==> src/rtl/level1.sv <==
// level1: saturating fixed-point adder.
// Both operands are aligned to the output exponent and added at full precision.
// The sum is clamped to the signed C_WIDTH range and is available combinationally
// on c. A clock-enabled register holds a copy of c, and a second register keeps a
// sticky record of any saturation.
module level1 #(
  parameter int A_WIDTH = 16,
  parameter int A_EXP   = -8,
  parameter int B_WIDTH = 17,
  parameter int B_EXP   = -9,
  parameter int C_WIDTH = 18,
  parameter int C_EXP   = -10
) (
  input  logic                      clk,
  input  logic                      rst,
  input  logic                      cke,
  input  logic signed [A_WIDTH-1:0] a,
  input  logic signed [B_WIDTH-1:0] b,
  output logic signed [C_WIDTH-1:0] c,
  output logic signed [C_WIDTH-1:0] c_q,
  output logic                      ovf,
  output logic                      ovf_sticky
);

  // A left shift grows the operand. A right shift never needs extra bits.
  localparam int A_LS = (A_EXP > C_EXP) ? (A_EXP - C_EXP) : 0;
  localparam int B_LS = (B_EXP > C_EXP) ? (B_EXP - C_EXP) : 0;
  localparam int A_AW = A_WIDTH + A_LS;
  localparam int B_AW = B_WIDTH + B_LS;
  localparam int AB_W = (A_AW > B_AW) ? A_AW : B_AW;
  localparam int FW   = (AB_W > C_WIDTH) ? AB_W : C_WIDTH;

  logic signed [FW-1:0] a_ext, b_ext, a_al, b_al;
  logic        [FW:0]   sum;
  logic        [FW-C_WIDTH+1:0] sum_hi;
  logic signed [C_WIDTH-1:0] c_d;
  logic                      ovf_sticky_d, ovf_sticky_q;

  assign a_ext = FW'(a);
  assign b_ext = FW'(b);

  // Operand alignment. A right shift floors toward minus infinity.
  if (A_EXP >= C_EXP) begin : g_a_left
    assign a_al = a_ext <<< (A_EXP - C_EXP);
  end else begin : g_a_right
    assign a_al = a_ext >>> (C_EXP - A_EXP);
  end

  if (B_EXP >= C_EXP) begin : g_b_left
    assign b_al = b_ext <<< (B_EXP - C_EXP);
  end else begin : g_b_right
    assign b_al = b_ext >>> (C_EXP - B_EXP);
  end

  // The full-precision sum is one bit wider than either aligned operand,
  // so the addition itself cannot overflow.
  assign sum    = {a_al[FW-1], a_al} + {b_al[FW-1], b_al};
  assign sum_hi = sum[FW:C_WIDTH-1];

  // Saturation: the sum fits only when all bits from the C sign bit upward agree.
  always_comb begin
    ovf = !((&sum_hi) || !(|sum_hi));
    c   = sum[C_WIDTH-1:0];
    if (ovf) c = sum[FW] ? {1'b1, {(C_WIDTH-1){1'b0}}} : {1'b0, {(C_WIDTH-1){1'b1}}};
  end

  // Next state for the registered outputs. The registers hold when cke is low.
  always_comb begin
    c_d          = c_q;
    ovf_sticky_d = ovf_sticky_q;
    if (cke) begin
      c_d          = c;
      ovf_sticky_d = ovf_sticky_q | ovf;
    end
  end

  // State registers. The synchronous reset takes priority over cke.
  always_ff @(posedge clk) begin
    if (rst) begin
      c_q          <= '0;
      ovf_sticky_q <= 1'b0;
    end else begin
      c_q          <= c_d;
      ovf_sticky_q <= ovf_sticky_d;
    end
  end

  assign ovf_sticky = ovf_sticky_q;

endmodule

==> config.mk <==
export PLATFORM = sky130hd
export DESIGN_NAME = level1
export DESIGN_NICKNAME = d
export VERILOG_FILES = /design/src/rtl/level1.sv
export SDC_FILE = /design/constraint.sdc
export NUM_CORES = 1
export LEC_CHECK = 0
export ABC_AREA = 0
export CAP_MARGIN = 30
export CORE_AREA = 2 2 70 72
export CTS_BUF_LIST = sky130_fd_sc_hd__clkbuf_4 sky130_fd_sc_hd__clkbuf_8 sky130_fd_sc_hd__clkbuf_16
export DETAILED_ROUTE_END_ITERATION = 8
export DIE_AREA = 0 0 72 74
export GPL_TIMING_DRIVEN = 1
export PLACE_DENSITY = 0.76
export SYNTH_ARGS = -nofsm -noshare
export SYNTH_HDL_FRONTEND = slang
export SYNTH_SLANG_ARGS = --single-unit
==> constraint.sdc <==
create_clock -name clk -period 3.5 [get_ports clk]
set_clock_uncertainty 0.15 [all_clocks]
set_input_delay 0.35 -clock clk [delete_from_list [all_inputs] [get_ports clk]]
set_output_delay 0.35 -clock clk [all_outputs]
set_load 0.1 [all_outputs]
==> qor.txt <==
relative slew slack = 0.3086
Final Max Tran Viols = 0
register area share after synthesis = 0.2193
post-synth net total = 274
antenna violations before repair = 0
WL per Instance = 16.29 um
Setup crit start kind = input pin
largest net degree at the start of global routing = 26
Crit Path Max Fanout = 5
Root Buffer = clkbuf_8
area grow syn2layout = 109.7%
Die X-Extent = 72 um
Clock transition at path regs = 0.08 ns
DR DRC count = 0
max cap viols = 0
Main synth FF type = dfxtp_1
PwrDens = 707.6 mW/mm^2
Mapped Cells = 220
final setup vio count = 0
H-tree Lvls = 1
Overflow after GRT = 0
vias per inst = 5.386
WL final = 6746 um
unrepaired setup endpoints after global routing = yes
post-synthesis cell type count = 49
Mapped Area = 0.001734 sq mm
total CTS buffers = 3
Design Area, Final = 0.003636 sq mm
Core Box Area = 0.004598 sq mm
post-cts hold buffer count = 0
Post-synth ARST share = 0
most common cell after layout, fill and taps aside = buf_4
Ant. Diodes = 0
DP HPWL = 4799 um
die area = 0.005328 sq mm
first-pass GRT wire length = 10550 um
layout cell share with drive strength beyond 1 = 0.5167
Max Clk Rate = 0.2928 GHz
Ports = 74
LEAKAGE = 1.543 nW
Hold Crit Class = reg2reg
total number of vias = 2230
CP Capture Type = primary output
warning count from the yosys run = 0
most frequent cells in the layout = buf_4 (71), clkdlybuf4s50_1 (26), nor2_1 (23)
register bit count reported by yosys = 19
post-route minimum period = 3.415 ns
Die Ht = 74 um
CTS Buffer Depth = 2
VDD IR max = 0.3998 mV
status = finished clean
final hold vios = 0
fin util = 0.7907
Initial DRT Pass Iterations = 4
final worst path period share = 0.9757
critical path type = in2out
Worst Tran Pin Value = 1.034 ns
Global Route Usage Sum = 0.2519
GPL Wtd Cong = 0.8461
Post-DP Area = 0.003298 sq mm
CP required = 3.00 ns
Worst-Skew Late Latency = 0.26 ns
worst hold margin = 0.3369 ns
layout net count = 415
# fillers = 312
TritonCTS clock tree = yes
Antenna Violating Nets Remaining = 0
Post-synth EDFFs = 0
vias in the first global route = 2280
setup tns final = 0 ns
Avg Cell Area, Syn = 7.883 sq um
crit path DAT = 2.91 ns
cell row count = 25
CTS Sinks = 19
DR iter-0 viols = 127
Port-buffer cells = 73
starting density of the core = 0.3771
[kinds of logic (layout without fill, tap and decap cells)]
family,after synthesis,in the layout,share of synthesized area
AOI/OAI and AO/OA,68,68,0.3167
xor gates and xnor gates,9,9,0.04546
adders and majority gates,18,18,0.1342
buffers and inverters,18,158,0.04546
DFF,19,19,0.2193
muxes,1,1,0.005772
and+or+nand+nor,87,87,0.2330
[where the power goes]
part,total [W],switching (W),internal (W),leakage [nW]
Sequential,0.000266,0.0000178,0.000249,0.158
Clock,0.000164,0.0000845,0.0000795,0.0255
Combinational,0.00214,0.00136,0.000785,1.36
[sequential cells by signal, indices dropped and copies added, names as in the netlist]
register,count
ovf_sticky,1
c_q,18
[critical path, cell delays in order]
cell and delay (ns):
buf_8 0.10, ha_4 0.23, a211o_1 0.29, a21oi_2 0.21, a21oi_2 0.10, a41oi_2 0.18, o21ai_2 0.09, xor2_2 0.20
ha_4 0.29, buf_6 0.14, nand3_2 0.05, a211oi_2 0.04, a311oi_2 0.37, nand2_4 0.08, buf_12 0.18
[repair_timing]
action,CTS,global route
setup buffers,14,1
pin swaps,34,14
setup endpoints to repair,21,14
gates cloned,0,1
gates resized for setup,108,19
[final timing paths]
| path | startpoint | end | slack, ns | depth (start not counted) |
|---|---|---|---|---|
| min | c_q[2] | c_q[2] | 0.34 | 2 |
| max | b[2] | c[14] | 0.09 | 15 |
| min reg2reg | c_q[2] | c_q[2] | 0.34 | 2 |
| max reg2reg | c_q[15] | c_q[15] | 2.50 | 3 |
[cell type report]
cell class	count	area (sq um)	share of cell area
inverter	7	52.55	0.01445
timing repair buffer	147	1458	0.4009
clock inverter	1	5.005	0.001376
multi-input combinational	183	1632	0.4487
tap	54	67.56	0.01858
sequential	19	380.4	0.1046
clock buffer	3	41.29	0.01136
[synth_stat cells (all sizes together) (4+ instances only)]
| cell type | number | share of area |
|---|---|---|
| a211oi | 6 | 0.026 |
| a21oi | 16 | 0.053 |
| a311oi | 10 | 0.076 |
| and3 | 4 | 0.014 |
| buf | 4 | 0.015 |
| clkbuf | 7 | 0.015 |
| dfxtp | 19 | 0.22 |
| ha | 17 | 0.12 |
| inv | 5 | 0.011 |
| nand2 | 35 | 0.080 |
| nand3 | 5 | 0.014 |
| nor2 | 28 | 0.063 |
| o21ai | 12 | 0.039 |
| xor2 | 6 | 0.030 |
[routing by layer]
metal | global-route usage | vias up | wire length (um) | part of all wire
li1 | - | 1092 | - | -
met1 | 0.2868 | 1042 | 2696 | 0.40
met2 | 0.4815 | 83 | 3580 | 0.53
met3 | 0.02710 | 13 | 315 | 0.047
met4 | 0.1006 | 0 | 153 | 0.023
met5 | 0 | - | 0 | 0
[metrics by stage]
stage	power (W)	worst slack, ns	cells
4_1_cts	0.002524	-0.01579	413
5_1_grt	0.002658	-0.06097	414
2_1_floorplan	0.001555	0.03434	220
3_3_place_gp	0.002285	-0.4351	395
6_report	0.002573	0.08522	414
3_5_place_dp	0.002303	-0.5077	395
Power figures use the tool's default switching activity.
